===== src/rtl/fft_peak_search.sv =====
// Per-frame peak finder for the FFT magnitude stream: reports the largest magnitude within [SEARCH_LO, SEARCH_HI].
// Optional macro PEAK_NEIGHBOUR_EN adds the left/right neighbour magnitudes of the peak for interpolation.
module fft_peak_search #(
    parameter int DATA_W    = 16,
    parameter int ADDR_W    = 16,
    parameter int N_BINS    = 16384,
    parameter int SEARCH_LO = 2,
    parameter int SEARCH_HI = 8191
) (
    input  logic              aclk,
    input  logic              aresetn,
    input  logic              s_magni_valid,
    input  logic [DATA_W-1:0] s_magni_data,
    input  logic [ADDR_W-1:0] s_magni_addr,
    output logic              m_peak_tvalid,
    input  logic              m_peak_tready,
    output logic [ADDR_W-1:0] m_peak_bin,
    output logic [DATA_W-1:0] m_peak_mag,
    output logic [7:0]        m_frame_id,
    output logic              err_seq,
    output logic [7:0]        drop_cnt
`ifdef PEAK_NEIGHBOUR_EN
    ,
    output logic [DATA_W-1:0] m_peak_left,
    output logic [DATA_W-1:0] m_peak_right
`endif
);

    localparam logic [ADDR_W-1:0] LO_A   = ADDR_W'(SEARCH_LO);
    localparam logic [ADDR_W-1:0] HI_A   = ADDR_W'(SEARCH_HI);
    localparam logic [ADDR_W-1:0] LAST_A = ADDR_W'(N_BINS - 1);

    typedef enum logic [1:0] {IDLE, SCAN, HOLD} state_t;

    state_t              state_q, state_d;
    logic [ADDR_W-1:0]   exp_q, exp_d;
    logic [DATA_W-1:0]   max_q, max_d;
    logic [ADDR_W-1:0]   bin_q, bin_d;
    logic [7:0]          frame_cnt_q, frame_cnt_d;
    logic [7:0]          drop_q, drop_d;
    logic                err_q, err_d;
    logic [ADDR_W-1:0]   out_bin_q, out_bin_d;
    logic [DATA_W-1:0]   out_mag_q, out_mag_d;
    logic [7:0]          out_id_q, out_id_d;
`ifdef PEAK_NEIGHBOUR_EN
    logic [DATA_W-1:0]   prev_q, prev_d;
    logic [DATA_W-1:0]   left_q, left_d;
    logic [DATA_W-1:0]   right_q, right_d;
    logic                need_right_q, need_right_d;
    logic [DATA_W-1:0]   out_left_q, out_left_d;
    logic [DATA_W-1:0]   out_right_q, out_right_d;
`endif

    logic in_win;
    logic is_zero;
    logic is_last;
    logic start;
    logic upd;

    assign in_win  = (s_magni_addr >= LO_A) && (s_magni_addr <= HI_A);
    assign is_zero = (s_magni_addr == '0);
    assign is_last = (s_magni_addr == LAST_A);

    always_comb begin
        state_d     = state_q;
        exp_d       = exp_q;
        max_d       = max_q;
        bin_d       = bin_q;
        frame_cnt_d = frame_cnt_q;
        drop_d      = drop_q;
        err_d       = 1'b0;
        out_bin_d   = out_bin_q;
        out_mag_d   = out_mag_q;
        out_id_d    = out_id_q;
        start       = 1'b0;
        upd         = 1'b0;
`ifdef PEAK_NEIGHBOUR_EN
        prev_d       = s_magni_valid ? s_magni_data : prev_q;
        left_d       = left_q;
        right_d      = right_q;
        need_right_d = need_right_q;
        out_left_d   = out_left_q;
        out_right_d  = out_right_q;
`endif

        case (state_q)
            IDLE: begin
                if (s_magni_valid && is_zero) begin
                    start = 1'b1;
                end
            end
            SCAN: begin
                if (s_magni_valid) begin
                    if (s_magni_addr != exp_q) begin
                        err_d = 1'b1;
                        if (is_zero) begin
                            start = 1'b1;
                        end else begin
                            state_d = IDLE;
                        end
                    end else begin
                        // Strict compare keeps the lowest bin on ties
                        upd   = in_win && (s_magni_data > max_q);
                        exp_d = exp_q + 1'b1;
                        if (upd) begin
                            max_d = s_magni_data;
                            bin_d = s_magni_addr;
                        end
`ifdef PEAK_NEIGHBOUR_EN
                        if (upd) begin
                            left_d       = prev_q;
                            need_right_d = 1'b1;
                        end else if (need_right_q) begin
                            right_d      = s_magni_data;
                            need_right_d = 1'b0;
                        end
`endif
                        if (is_last) begin
                            out_bin_d   = upd ? s_magni_addr : bin_q;
                            out_mag_d   = upd ? s_magni_data : max_q;
                            out_id_d    = frame_cnt_q;
                            frame_cnt_d = frame_cnt_q + 8'd1;
                            state_d     = HOLD;
`ifdef PEAK_NEIGHBOUR_EN
                            out_left_d  = upd ? prev_q : left_q;
                            out_right_d = need_right_q ? s_magni_data : right_q;
`endif
                        end
                    end
                end
            end
            HOLD: begin
                if (s_magni_valid && is_zero && (drop_q != 8'hFF)) begin
                    drop_d = drop_q + 8'd1;
                end
                if (m_peak_tready) begin
                    state_d = IDLE;
                end
            end
            default: state_d = IDLE;
        endcase

        // Frame start: this beat is bin 0 of a fresh scan
        if (start) begin
            state_d = SCAN;
            exp_d   = {{(ADDR_W-1){1'b0}}, 1'b1};
            bin_d   = LO_A;
            upd     = in_win && (s_magni_data != '0);
            max_d   = upd ? s_magni_data : '0;
`ifdef PEAK_NEIGHBOUR_EN
            left_d       = '0;
            right_d      = '0;
            need_right_d = upd;
`endif
        end
    end

    always_ff @(posedge aclk or negedge aresetn) begin
        if (!aresetn) begin
            state_q     <= IDLE;
            exp_q       <= '0;
            max_q       <= '0;
            bin_q       <= '0;
            frame_cnt_q <= '0;
            drop_q      <= '0;
            err_q       <= 1'b0;
            out_bin_q   <= '0;
            out_mag_q   <= '0;
            out_id_q    <= '0;
        end else begin
            state_q     <= state_d;
            exp_q       <= exp_d;
            max_q       <= max_d;
            bin_q       <= bin_d;
            frame_cnt_q <= frame_cnt_d;
            drop_q      <= drop_d;
            err_q       <= err_d;
            out_bin_q   <= out_bin_d;
            out_mag_q   <= out_mag_d;
            out_id_q    <= out_id_d;
        end
    end

`ifdef PEAK_NEIGHBOUR_EN
    always_ff @(posedge aclk or negedge aresetn) begin
        if (!aresetn) begin
            prev_q       <= '0;
            left_q       <= '0;
            right_q      <= '0;
            need_right_q <= 1'b0;
            out_left_q   <= '0;
            out_right_q  <= '0;
        end else begin
            prev_q       <= prev_d;
            left_q       <= left_d;
            right_q      <= right_d;
            need_right_q <= need_right_d;
            out_left_q   <= out_left_d;
            out_right_q  <= out_right_d;
        end
    end

    assign m_peak_left  = out_left_q;
    assign m_peak_right = out_right_q;
`endif

    assign m_peak_tvalid = (state_q == HOLD);
    assign m_peak_bin    = out_bin_q;
    assign m_peak_mag    = out_mag_q;
    assign m_frame_id    = out_id_q;
    assign err_seq       = err_q;
    assign drop_cnt      = drop_q;

endmodule


===== config.mk =====
export PLATFORM = sky130hd
export DESIGN_NAME = fft_peak_search
export DESIGN_NICKNAME = d
export VERILOG_FILES = /design/src/rtl/fft_peak_search.sv
export SDC_FILE = /design/constraint.sdc
export NUM_CORES = 1
export LEC_CHECK = 0
export ABC_CLOCK_PERIOD_IN_PS = 2300
export CAP_MARGIN = 20
export CORE_MARGIN = 4
export CORE_UTILIZATION = 48
export DETAILED_ROUTE_END_ITERATION = 7
export PLACE_DENSITY_LB_ADDON = 0.1
export SETUP_SLACK_MARGIN = 0.15
export SYNTH_ARGS = -nofsm -noshare
export SYNTH_HDL_FRONTEND = slang
export SYNTH_SLANG_ARGS = --single-unit

===== constraint.sdc =====
create_clock -name aclk -period 2.3 [get_ports aclk]
set_input_delay 0.23 -clock aclk [delete_from_list [all_inputs] [get_ports aclk]]
set_output_delay 0.23 -clock aclk [all_outputs]
set_load 0.02 [all_outputs]

Word-level counts from Yosys, hierarchy flattened

Index checks and enable logic that the tools add are counted.
Widths: inputs -> output; s select.

$add $sub $neg: 3
Multipliers: 0
Divide/modulo/power cells: 0
Magnitude comparators: 3
Eq/ne operators: 11
Shifts and indexed selects: 0
Mux-type cells: 30
Bitwise gates (word level): 1
Reductions and logical operators: 14

Operators by type and width:

| operator              | count |
|---|---|
| $mux 16               | 15 |
| $add 16x1->16 const B | 1 |
| $add 8x1->8 const B   | 2 |
| $eq 16x14->1 const B  | 1 |
| $ge 16x2->1 const B   | 1 |
| $gt 16x16->1          | 1 |
| $le 16x13->1 const B  | 1 |
| $logic_not 16->1      | 1 |
| $ne 16x16->1          | 1 |
| $reduce_bool 16->1    | 1 |
| $mux 2                | 6 |
| $ne 4x4->1 const B    | 2 |
| $ne 8x8->1 const B    | 1 |
| $mux 1                | 7 |
| $pmux 2 s3            | 1 |
| $logic_and 1x1->1     | 5 |
| $reduce_and 5->1      | 1 |
| $ne 2x2->1 const B    | 2 |
| $reduce_and 4->1      | 1 |
| $reduce_bool 2->1     | 2 |
| $ne 3x1->1 const B    | 1 |
| $ne 3x3->1 const B    | 1 |
| $reduce_and 3->1      | 1 |
| $eq 2x1->1 const B    | 1 |
| other kinds (5)       | 5 |

Flip-flop bits (word level): 107
Bits in latches: 0
Memory bits (writable): 0
Bits in read-only memories: 0
Bits of input ports: 36
Output and inout port bits: 50
Word-level logic and storage cells: 72
Memories: 0

Logic depth before layout (Yosys ltp)

Gate-level depths: netlist of run 1.

Depth after elaboration: 8
Gate-level depth with buffers: 10

Worst setup path after synthesis of run 1

OpenSTA, ideal clock, no wires.

Path type: flip-flop to flip-flop
Start point: register max_q[1]
End point: register bin_q[0]
Setup time: 0.121 ns
Arrival time: 2.205 ns
Data required time: 2.179 ns
Slack: -0.026 ns
Stages on the path, launching flop included: 11
Clock period less this slack: 2.326 ns
Cell sequence: dfrtp_1 inv_1 ha_1 nor2b_1 o211ai_1 a2111oi_0 o41ai_1 nor2_1 buf_2 buf_2 a22o_1

Word-level cells in the longest chain between the ends: 7

Ends and longest elaborated chain:

| what                   | line | RTL |
|---|---|---|
| from (decl)            | 37   | `logic [DATA_W-1:0] max_q, max_d;` |
| from (signal assigned) | 173  | `max_q <= max_d;` |
| $gt 16x16->1           | 103  | `upd = in_win && (s_magni_data > max_q);` |
| $logic_and 1x1->1      | 103  |  |
| $mux 16 (5 in series)  | -    |  |
| to (signal assigned)   | 174  | `bin_q <= bin_d;` |
| to (decl)              | 38   | `logic [ADDR_W-1:0] bin_q, bin_d;` |

No other way between the ends. The select of a mux whose other input is x is not followed.
A chain may end at the register's enable or synchronous reset.

Worst setup path after layout of run 1

Start point: register max_q[5]
End point: register max_q[1]

Word-level cells in the longest chain between the ends: 7

Ends and longest elaborated chain:

| what                  | line |
|---|---|
| $gt 16x16->1          | 103 |
| $logic_and 1x1->1     | 103 |
| $mux 16 (5 in series) | - |

No other way between the ends. The select of a mux whose other input is x is not followed.

==> metrics.md, run 1 <==
| Metric | Value |
|---|---|
| Synthesized instance count | `~440` |
| Clk pin slew, worst setup/hold paths | `0.11 ns` |
| Post-Route WL | `14.0 mm` |
| Period utilization | `104%` |
| Post-synthesis net count | `between 400 and 500` |
| Sequential area share after synthesis | `54.0%` |
| Avg Cell Area, Syn | `11.4 um2` |
| CTS Sinks | `107` |
| Placement Cell Area | `approximately 6400 um2` |
| Top area cells in the synthesized netlist | `dfrtp_1 (54%), mux2_2 (5.7%), ha_1 (4.8%), a22o_1 (4.8%), xor2_1 (3.4%)` |
| Max-slew violations | `0` |
| Vias per std cell | `5.71` |
| Slowest stage delay, CP | `~0.47 ns` |
| Layout net count | `660` |
| CTS tree | `done` |
| Top-level port count | `86` |
| Leakage | `3.37 nW` |
| CTS Buf Count | `9` |
| Worst Path Arrival | `between 2 and 3 ns` |
| Tot GR Track Use | `21.5%` |
| Most common cell in the synthesized netlist | `dfrtp_1` |
| DRC | `0` |
| EDFF count, synth | `0` |
| Hold_ws | `0.307 ns` |
| Initial antenna violation count | `0` |
| Data required, critical path | `2.57 ns` |
| CP Class | `register to register` |
| Largest net degree at the start of global routing | `54` |
| Primary FF master, synth | `dfrtp_1` |
| Die width | `110 um` |
| Critical Path, Cell by Cell | `inv_1 > ha_1 > a21o_1 > nand3_1 > a211oi_2 > o41ai_2 > buf_4 > nor2_4 > buf_4 > a22o_1` |
| H-tree depth | `3` |
| Worst reg2reg path depth | `10` |
| Final hold vios | `0` |
| DP Wirelength | `roughly 8.6 mm` |
| Crit-path max FO | `5` |
| Synth cell count leaders | `dfrtp_1 (107), nand2_1 (37), a22o_1 (27)` |
| Setup ws final | `-0.0815 ns` |
| Synth top area share | `54.0%` |
| Vias in the first global route | `4115` |
| Status | `complete, but fails checks` |
| Placed Cells | `696` |
| Tot Pwr | `around 3.3 mW` |
| Fmax | `0.420 GHz` |
| Finish-stage setup viols | `31` |
| Clock share of power | `34.7%` |
| Largest area contributor in the netlist | `dfrtp_1` |
| Clk buf depth | `2` |
| Worst Setup End Kind | `register` |
| Fin Setup TNS | `-1.25 ns` |
| Buffers added on ports | `85` |
| Worst hold stages | `3` |
| Yosys warnings | `0` |
| First-pass GRT wire length | `20.3 mm` |
| Failing checks | `negative setup slack` |
| Slew HR | `64.1%` |
| Switch share | `around a quarter` |
| Placer Congestion | `approximately 0.85` |
| Startpoint Class | `register` |
| Fin area | `~7500 um2` |
| Pwr dens | `approximately 440 nW/um2` |
| Final Critical Period | `2.38 ns` |
| Routed len/inst | `~19 um` |
| Final Non-Filler Cells | `roughly 740` |
| Slew @ Worst Pin | `0.539 ns` |
| Sw power | `0.845 mW` |
| Vias after detailed routing | `4243` |
| Worst vdd ir | `0.382 mV` |
| Post-Syn Area | `4960 um2` |
| Internal | `approximately 2.4 mW` |
| Share of cells above drive strength 1 | `35.6%` |
| Die Ht | `110 um` |
| Asr flop ratio synth | `100%` |
| Starting Density | `roughly 50%` |
| Initial DRC count | `~230` |
| Core area | `9910 um2` |
| Pre-antenna DRT Iters | `4` |
| Worst hold path type | `input pin to register` |
| Clk root buf | `clkbuf_8` |
| Clk_skew | `0.0151 ns` |
| Area added between synthesis and finish | `50.3%` |
| Floorplan row count | `36` |
| Max-cap violations | `0` |
| Post-synthesis sequential element count | `107` |
| Post-synthesis cell type count | `46` |
| Clock latency at the later pin of the worst-skew pair | `0.38 ns` |
| Number of diodes | `0` |
| Die area | `12000 um2` |
| Grt total ovfl | `0` |
| Crit-path most repeated cell | `buf_4` |
| RSZ-0062 raised after global routing | `true` |
| Antenna-violating nets left | `0` |
| Critical-path top delay cell | `o41ai_2` |
| Register share of total power | `57.7%` |
| Combinational Power Share | `7.5%` |
-- layer usage --
metal	GRT usage [%]	wire (um)	vias to the layer above
li1	-	-	1946
met1	29.4	6060	2136
met2	35.7	6960	129
met3	3.76	694	32
met4	5.79	293	0
met5	0	0	-
-- worst paths after layout --
kind                                       from  slack [ns]        endpoint
worst max-delay path                   max_q[5]       -0.08        max_q[1]
worst min-delay path            s_magni_addr[9]        0.31        bin_q[9]
worst max register to register         max_q[5]       -0.08        max_q[1]
worst min register to register   frame_cnt_q[7]        0.48  frame_cnt_q[7]
max in group asynchronous               aresetn        1.18       exp_q[10]
min in group asynchronous               aresetn        0.36        max_q[7]
-- layout by cell type, fill, tap and decap left out, types with 14 or more instances in the layout --
| cell | instances |
|---|---|
| mux2_4 | 18 |
| clkdlybuf4s50_1 | 77 |
| a22o_1 | 27 |
| inv_1 | 16 |
| dfrtp_1 | 106 |
| buf_4 | 66 |
| buf_6 | 15 |
| nand4_1 | 14 |
| xor2_1 | 19 |
| nand2_1 | 24 |
-- repair_timing --
action                                  CTS  global route
gates cloned                              3             6
endpoints found under the setup margin   88            82
pin swaps                                31            38
buffers inserted                          9            12
resized for setup                        41           114
hold buffers                              1             0
endpoints found under the hold margin    38             0
-- registers in the layout (all words and copies together), names as in the netlist --
| name | cells |
|---|---|
| m_peak_mag | 16 |
| exp_q | 16 |
| frame_cnt_q | 8 |
| m_peak_bin | 16 |
| max_q | 16 |
| bin_q | 16 |
| state_q | 2 |
| m_frame_id | 8 |
| drop_cnt | 8 |
| err_seq | 1 |
-- area by class of cell --
| class | instances | area, um2 |
|---|---|---|
| Clock inverter | 7 | 57.6 |
| Timing Repair Buffer | 176 | 1730 |
| Inverter | 23 | 86.3 |
| Fill cell | 676 | 2450 |
| Tap cell | 133 | 166 |
| Clock buffer | 9 | 124 |
| Sequential cell | 107 | 2680 |
| Multi-Input combinational cell | 288 | 2620 |
-- kinds of logic after synthesis --
group                      Yosys count  share of synthesized area (%)
DFF                                107                           54.0
and+or+nand+nor                    116                           12.9
adders and majority gates           19                           4.79
AOI/OAI and AO/OA                   96                           13.8
buffers and inverters               41                           3.35
xor gates and xnor gates            30                           5.29
muxes                               26                           5.87
-- critical path, delay by kind of cell, from the launching register on --
kind                     cells  cell delay, ns
buffers and inverters        3            0.45
AO/OA/AOI/OAI                4            0.99
flip-flops                   1            0.40
AND/OR/NAND/NOR              2            0.18
adder cells (fa/ha/maj)      1            0.26
-- stage by stage --
stage                     util, %  worst slack (ns)
after global routing         75.3            -0.179
after CTS                    69.3            0.0204
after detailed placement     64.6            -0.548
after floorplan                 -             0.150
after global placement       64.6            -0.490
final                        75.3           -0.0815
-- power by group through the flow --
stage	registers, mW	logic (mW)	clock network [mW]
6_report	1.88	0.245	1.13
3_5_place_dp	1.92	0.211	0
2_1_floorplan	1.92	0.0420	0
3_3_place_gp	1.92	0.209	0
5_1_grt	1.88	0.265	1.23
4_1_cts	1.88	0.229	1.14
Note: power is estimated with default switching activity, not from simulation.
==> run 2: changes to the inputs <==
--- a/config.mk
+++ b/config.mk
@@ -10,8 +10,10 @@
 export CORE_MARGIN = 4
 export CORE_UTILIZATION = 48
 export DETAILED_ROUTE_END_ITERATION = 7
-export PLACE_DENSITY_LB_ADDON = 0.1
+export GPL_TIMING_DRIVEN = 0
+export PLACE_DENSITY = 0.86
 export SETUP_SLACK_MARGIN = 0.15
 export SYNTH_ARGS = -nofsm -noshare
 export SYNTH_HDL_FRONTEND = slang
 export SYNTH_SLANG_ARGS = --single-unit
+export TNS_END_PERCENT = 50
==> metrics.md, run 2 (synthesis gave the netlist of run 1 again) <==
| Metric | Value |
|---|---|
| Antenna-violating nets left | `0 (unchanged)` |
| Vias after detailed routing | `4315 (+1.7%)` |
| Fmax | `0.408 GHz (-2.8%)` |
| H-tree depth | `3 (unchanged)` |
| Worst vdd ir | `0.289 mV (-24%)` |
| Max-cap violations | `0 (unchanged)` |
| Clock latency at the later pin of the worst-skew pair | `0.38 ns (about the same)` |
| Layout net count | `629 (-4.7%)` |
| Combinational Power Share | `7.1% (-0.4 points)` |
| Clk_skew | `0.0164 ns (+0.00128 ns)` |
| Crit-path most repeated cell | `buf_8` |
| Post-Route WL | `15.2 mm (+8.3%)` |
| Clock share of power | `33.4% (-1.3 points)` |
| Tot GR Track Use | `23.4% (+1.9 points)` |
| Sw power | `0.783 mW (-7.3%)` |
| Most frequent cells in the layout | `dfrtp_1 (106), clkdlybuf4s50_1 (79), nand2_1 (31), buf_4 (28), a22o_1 (27)` |
| Worst hold path type | `input pin to register` |
| CTS tree | `done` |
| Final hold vios | `0 (unchanged)` |
| Pre-antenna DRT Iters | `5 (+1)` |
| Pwr dens | `434 nW/um2 (-0.56%)` |
| Status | `complete, but fails checks` |
| Starting Density | `50.1% (unchanged)` |
| GRT busiest layer | `met2` |
| Crit-path max FO | `5 (unchanged)` |
| CP Class | `register to register` |
| Placed Cells | `654 (-6.0%)` |
| Core area | `9910 um2 (unchanged)` |
| Data required, critical path | `2.57 ns (about the same)` |
| Slew HR | `56.8% (-7.2 points)` |
| Routed len/inst | `21.3 um (+13%)` |
| Slew @ Worst Pin | `0.642 ns (+0.103 ns)` |
| Failing checks | `negative setup slack` |
| Number of diodes | `0 (unchanged)` |
| Buffers added on ports | `85 (unchanged)` |
| M2 GR Usage | `40.5% (+4.8 points)` |
| Die Ht | `110 um (unchanged)` |
| Initial antenna violation count | `0 (unchanged)` |
| CTS Buf Count | `9 (unchanged)` |
| Vias per std cell | `6.07 (+6.3%)` |
| Fin Setup TNS | `-3.17 ns (-1.92 ns)` |
| Setup ws final | `-0.150 ns (-0.0689 ns)` |
| Clk root buf | `clkbuf_8` |
| Clk buf depth | `2 (unchanged)` |
| Grt total ovfl | `0 (unchanged)` |
| Vias in the first global route | `4326 (+5.1%)` |
| Hold_ws | `0.411 ns (+0.103 ns)` |
| Worst Setup End Kind | `register` |
| First-pass GRT wire length | `21.8 mm (+7.4%)` |
| Max-slew violations | `0 (unchanged)` |
| Largest net degree at the start of global routing | `59 (+9.3%)` |
| Slowest stage delay, CP | `0.42 ns (-0.05 ns)` |
| Finish-stage setup viols | `31 (unchanged)` |
| GRT met1 Usage | `28.4% (-0.93 points)` |
| Share of cells above drive strength 1 | `33.6% (-2.0 points)` |
| DRC | `0 (unchanged)` |
| Switch share | `24.8% (-1.1 points)` |
| Initial DRC count | `320 (+40%)` |
| Clk pin slew, worst setup/hold paths | `0.11 ns (about the same)` |
| Die width | `110 um (unchanged)` |
| Top-level port count | `86 (unchanged)` |
| GRT met3 Usage | `4.35% (+0.59 points)` |
| Crit path buf inv count | `4 (+1)` |
| Startpoint Class | `register` |
| Leakage | `3.15 nW (-6.5%)` |
| Critical path's top delay family | `compound AO/OA/AOI/OAI gates` |
| Register share of total power | `59.5% (+1.8 points)` |
| Worst Path Arrival | `2.72 ns (+0.07 ns)` |
| Critical-path top delay cell | `dfrtp_1` |
| RSZ-0062 raised after global routing | `true` |
| Floorplan row count | `36 (unchanged)` |
| Internal | `2.38 mW (-1.5%)` |
| Final Critical Period | `2.45 ns (+0.0689 ns)` |
| Final Non-Filler Cells | `711 (-4.3%)` |
| Period utilization | `107% (+3.0 points)` |
| DP Wirelength | `8.74 mm (+1.5%)` |
| Placer Congestion | `0.919 (+8.1%)` |
| Commonest non-fill, non-tap cell in the layout | `dfrtp_1` |
| Die area | `12000 um2 (unchanged)` |
| Area added between synthesis and finish | `46.6%` |
| Critical Path, Cell by Cell | `inv_2 > ha_4 > nor2b_4 > o211ai_1 > a2111oi_4 > o41ai_2 > buf_4 > nor2_4 > buf_8 > buf_8 > a22o_1` |
| CTS Sinks | `107 (unchanged)` |
## run 2: cell types whose count changed in the layout (fill, tap and decap cells not counted), sizes merged
cell / before / now
buf: 88 / 56
clkbuf: 12 / 15
dlymetal6s2s: 3 / 0
clkdlybuf4s50: 77 / 79
inv: 27 / 25
a21oi: 19 / 18
dlygate4sd2: 4 / 5
## run 2: power by group through the flow
stage	Combinational, mW	Sequential, mW	Clock [mW]
2_1_floorplan	0.0420	1.92	0
3_3_place_gp	0.171	1.92	0
3_5_place_dp	0.180	1.92	0
4_1_cts	0.203	1.88	1.06
5_1_grt	0.243	1.88	1.15
6_report	0.225	1.88	1.05
## run 2: area by class of cell
cell class	instances	area (um2)
clock buffers	10	128
clock inverters	5	37.5
flip-flops and latches	107	2680
inverters	23	86.3
well taps	133	166
plain buffers	18	193
repair buffers	128	1340
fillers	601	2640
multi-input cells	287	2650
## run 2: worst paths after layout
| check | from | to | slack, ns | cells after the start |
|---|---|---|---|---|
| worst max-delay path | max_q[1] | max_q[14] | -0.15 | 11 |
| worst min-delay path | s_magni_addr[9] | bin_q[9] | 0.41 | 2 |
| worst max register to register | max_q[1] | max_q[14] | -0.15 | 11 |
| worst min register to register | m_peak_mag[6] | m_peak_mag[6] | 0.49 | 2 |
| max in group asynchronous | aresetn | exp_q[10] | 1.13 | 3 |
| min in group asynchronous | aresetn | m_peak_mag[11] | 0.43 | 2 |
## run 2: repair_timing
item	CTS	global route
pin swaps	18	34
setup buffers	17	17
endpoints found under the setup margin	99	103
hold endpoints to repair	49	0
gates cloned	3	4
hold buffers	1	0
gates resized for setup	82	101
## run 2: worst reg2reg max path, cell delays in order, from the launching register on
cell	delay [ns]
dfrtp_1	0.42
inv_2	0.09
ha_4	0.20
nor2b_4	0.13
o211ai_1	0.35
a2111oi_4	0.14
o41ai_2	0.23
buf_4	0.21
nor2_4	0.06
buf_8	0.14
buf_8	0.13
a22o_1	0.25
## run 2: routing by layer
layer,up-vias,share of wire (%)
met5,-,0
met3,50,6.0
met1,2174,38
met2,221,53
met4,0,3.5
li1,1870,-
## run 2: through the flow
| step | worst slack, ns | power (mW) | util (%) | cell area [um2] |
|---|---|---|---|---|
| 3_3_place_gp | -2.83 | 2.09 | 60.4 | 5990 |
| 3_5_place_dp | -0.579 | 2.10 | 60.7 | 6010 |
| 5_1_grt | -0.166 | 3.27 | 73.4 | 7270 |
| 2_1_floorplan | 0.0898 | 1.96 | - | 4970 |
| 6_report | -0.150 | 3.16 | 73.4 | 7270 |
| 4_1_cts | 0.0360 | 3.15 | 68.1 | 6740 |
==> run 3: changes to the inputs <==
--- a/config.mk
+++ b/config.mk
@@ -10,7 +10,6 @@
 export CORE_MARGIN = 4
 export CORE_UTILIZATION = 48
 export DETAILED_ROUTE_END_ITERATION = 7
-export GPL_TIMING_DRIVEN = 0
 export PLACE_DENSITY = 0.86
 export SETUP_SLACK_MARGIN = 0.15
 export SYNTH_ARGS = -nofsm -noshare
==> metrics.md, run 3 (synthesis gave the netlist of run 1 again) <==
| Metric | Value |
|---|---|
| Status | `complete, but fails checks` |
| Failing checks | `negative setup slack` |
| Core area | `9910 um2 (unchanged)` |
| Placer Congestion | `0.904 (-1.6%)` |
| Initial DRC count | `325 (+1.6%)` |
| Area added between synthesis and finish | `48.9%` |
| Largest net degree at the start of global routing | `51 (-14%)` |
| DRC | `0 (unchanged)` |
| Final Non-Filler Cells | `764 (+7.5%)` |
| Antenna-violating nets left | `0 (unchanged)` |
| Die Ht | `110 um (unchanged)` |
| Routed len/inst | `21.0 um (-1.4%)` |
| Setup slack after placement | `-0.465 ns (+0.114 ns)` |
| Final Critical Period | `2.43 ns (-0.0252 ns)` |
| M2 GR Usage | `42.3% (+1.8 points)` |
| Fmax | `0.412 GHz (+1.0%)` |
| Starting Density | `50.1% (unchanged)` |
| Worst hold path type | `input pin to asynchronous set/reset pin` |
| Worst Setup End Kind | `register` |
| GRT met3 Usage | `5.17% (+0.82 points)` |
| Most frequent cells in the layout | `dfrtp_1 (105), buf_4 (86), clkdlybuf4s50_1 (77), nand2_1 (34), a22o_1 (27)` |
| Clk buf depth | `2 (unchanged)` |
| Slew @ Worst Pin | `0.513 ns (-0.129 ns)` |
| Vias after detailed routing | `4609 (+6.8%)` |
| RSZ-0062 raised after global routing | `true` |
| Pwr dens | `438 nW/um2 (+0.92%)` |
| DP Wirelength | `9.15 mm (+4.8%)` |
| CP Class | `register to register` |
| Tot GR Track Use | `25.2% (+1.8 points)` |
| Top-level port count | `86 (unchanged)` |
| CTS tree | `done` |
| Final hold vios | `0 (unchanged)` |
| Pre-antenna DRT Iters | `6 (+1)` |
| Data required, critical path | `2.63 ns (+0.06 ns)` |
| Initial antenna violation count | `0 (unchanged)` |
| Worst vdd ir | `0.290 mV (+0.30%)` |
| Worst Path Arrival | `2.75 ns (+0.03 ns)` |
| Die width | `110 um (unchanged)` |
| Startpoint Class | `register` |
| Layout net count | `680 (+8.1%)` |
| Crit-path max FO | `4 (-1)` |
| Period utilization | `105% (-1.1 points)` |
| Commonest non-fill, non-tap cell in the layout | `dfrtp_1` |
| Leakage | `3.34 nW (+6.1%)` |
| First-pass GRT wire length | `23.2 mm (+6.7%)` |
| Share of cells above drive strength 1 | `34.6% (+1.0 points)` |
| Die area | `12000 um2 (unchanged)` |
| Max-cap violations | `0 (unchanged)` |
| Setup ws final | `-0.125 ns (+0.0252 ns)` |
| Buffers added on ports | `85 (unchanged)` |
| Fin util | `74.6% (+1.2 points)` |
| Finish-stage setup viols | `46 (+48%)` |
| Tot Pwr | `3.24 mW (+2.5%)` |
| H-tree depth | `3 (unchanged)` |
| CTS Buf Count | `9 (unchanged)` |
| Vias in the first global route | `4567 (+5.6%)` |
| Clk pin slew, worst setup/hold paths | `0.11 ns (about the same)` |
| GRT busiest layer | `met2` |
| Floorplan row count | `36 (unchanged)` |
| Fillers | `601 (unchanged)` |
| Grt total ovfl | `0 (unchanged)` |
| Max-slew violations | `0 (unchanged)` |
| Clk_skew | `0.0203 ns (+0.00396 ns)` |
| Placed Cells | `702 (+7.3%)` |
| CTS Sinks | `107 (unchanged)` |
| Clock latency at the later pin of the worst-skew pair | `0.39 ns (about the same)` |
| GRT met1 Usage | `31.0% (+2.5 points)` |
| Fin area | `7390 um2 (+1.6%)` |
| Clk root buf | `clkbuf_8` |
| Placement Cell Area | `6430 um2 (+6.9%)` |
| Post-Route WL | `16.1 mm (+5.9%)` |
| Slew HR | `65.8% (+9.0 points)` |
| Vias per std cell | `6.03 (-0.60%)` |
## run 3: per-layer routing
metal,routed length [um],part of all wire [%]
met4,994,6.2
met3,1210,7.5
met1,5950,37
met5,0,0
met2,7920,49
## run 3: area by class of cell
cell class | count | area (um2) | area share [%]
inverters | 23 | 86.3 | 1.17
flip-flops and latches | 107 | 2680 | 36.3
multi-input cells | 287 | 2450 | 33.1
clock inverters | 4 | 25.0 | 0.339
repair buffers | 197 | 1830 | 24.7
well taps | 133 | 166 | 2.25
clock buffers | 12 | 155 | 2.10
diodes | 1 | 2.50 | 0.0339
## run 3: worst paths after layout
check	from	endpoint	slack (ns)	cells after the start
min reg2reg	m_peak_mag[7]	m_peak_mag[7]	0.49	2
min in group aclk	s_magni_addr[0]	bin_q[0]	0.30	3
max in group asynchronous	aresetn	m_peak_bin[9]	1.23	3
min	aresetn	m_peak_mag[8]	0.30	2
max	exp_q[10]	exp_q[8]	-0.13	7
max reg2reg	exp_q[10]	exp_q[8]	-0.13	7
## run 3: report_power, final
part / switching (mW) / internal, mW / total (mW)
Combinational: 0.128 / 0.123 / 0.252
Clock: 0.656 / 0.451 / 1.11
Sequential: 0.0000503 / 1.88 / 1.88
## run 3: critical path: stages (launching register included)
cell	delay [ns]
dfrtp_1	0.42
xor2_1	0.20
nor4_2	0.46
and4_4	0.33
a21oi_4	0.10
clkbuf_16	0.17
or4_4	0.51
a21oi_2	0.16
## run 3: what timing repair did
| action | 4_1_cts | 5_1_grt |
|---|---|---|
| gates cloned | 3 | 1 |
| setup endpoints to repair | 87 | 94 |
| setup buffers | 31 | 9 |
| hold endpoints to repair | 26 | 0 |
| pin swaps | 51 | 31 |
| hold buffers | 1 | 0 |
| resized for setup | 43 | 65 |
## run 3: per-stage QoR
stage | hold WS, ns | TNS [ns]
final | 0.297 | -2.23
after global routing | 0.293 | -3.81
after CTS | 0.304 | 0
after detailed placement | 0.169 | -31.50
after global placement | 0.171 | -25.91
after floorplan | -0.0656 | 0
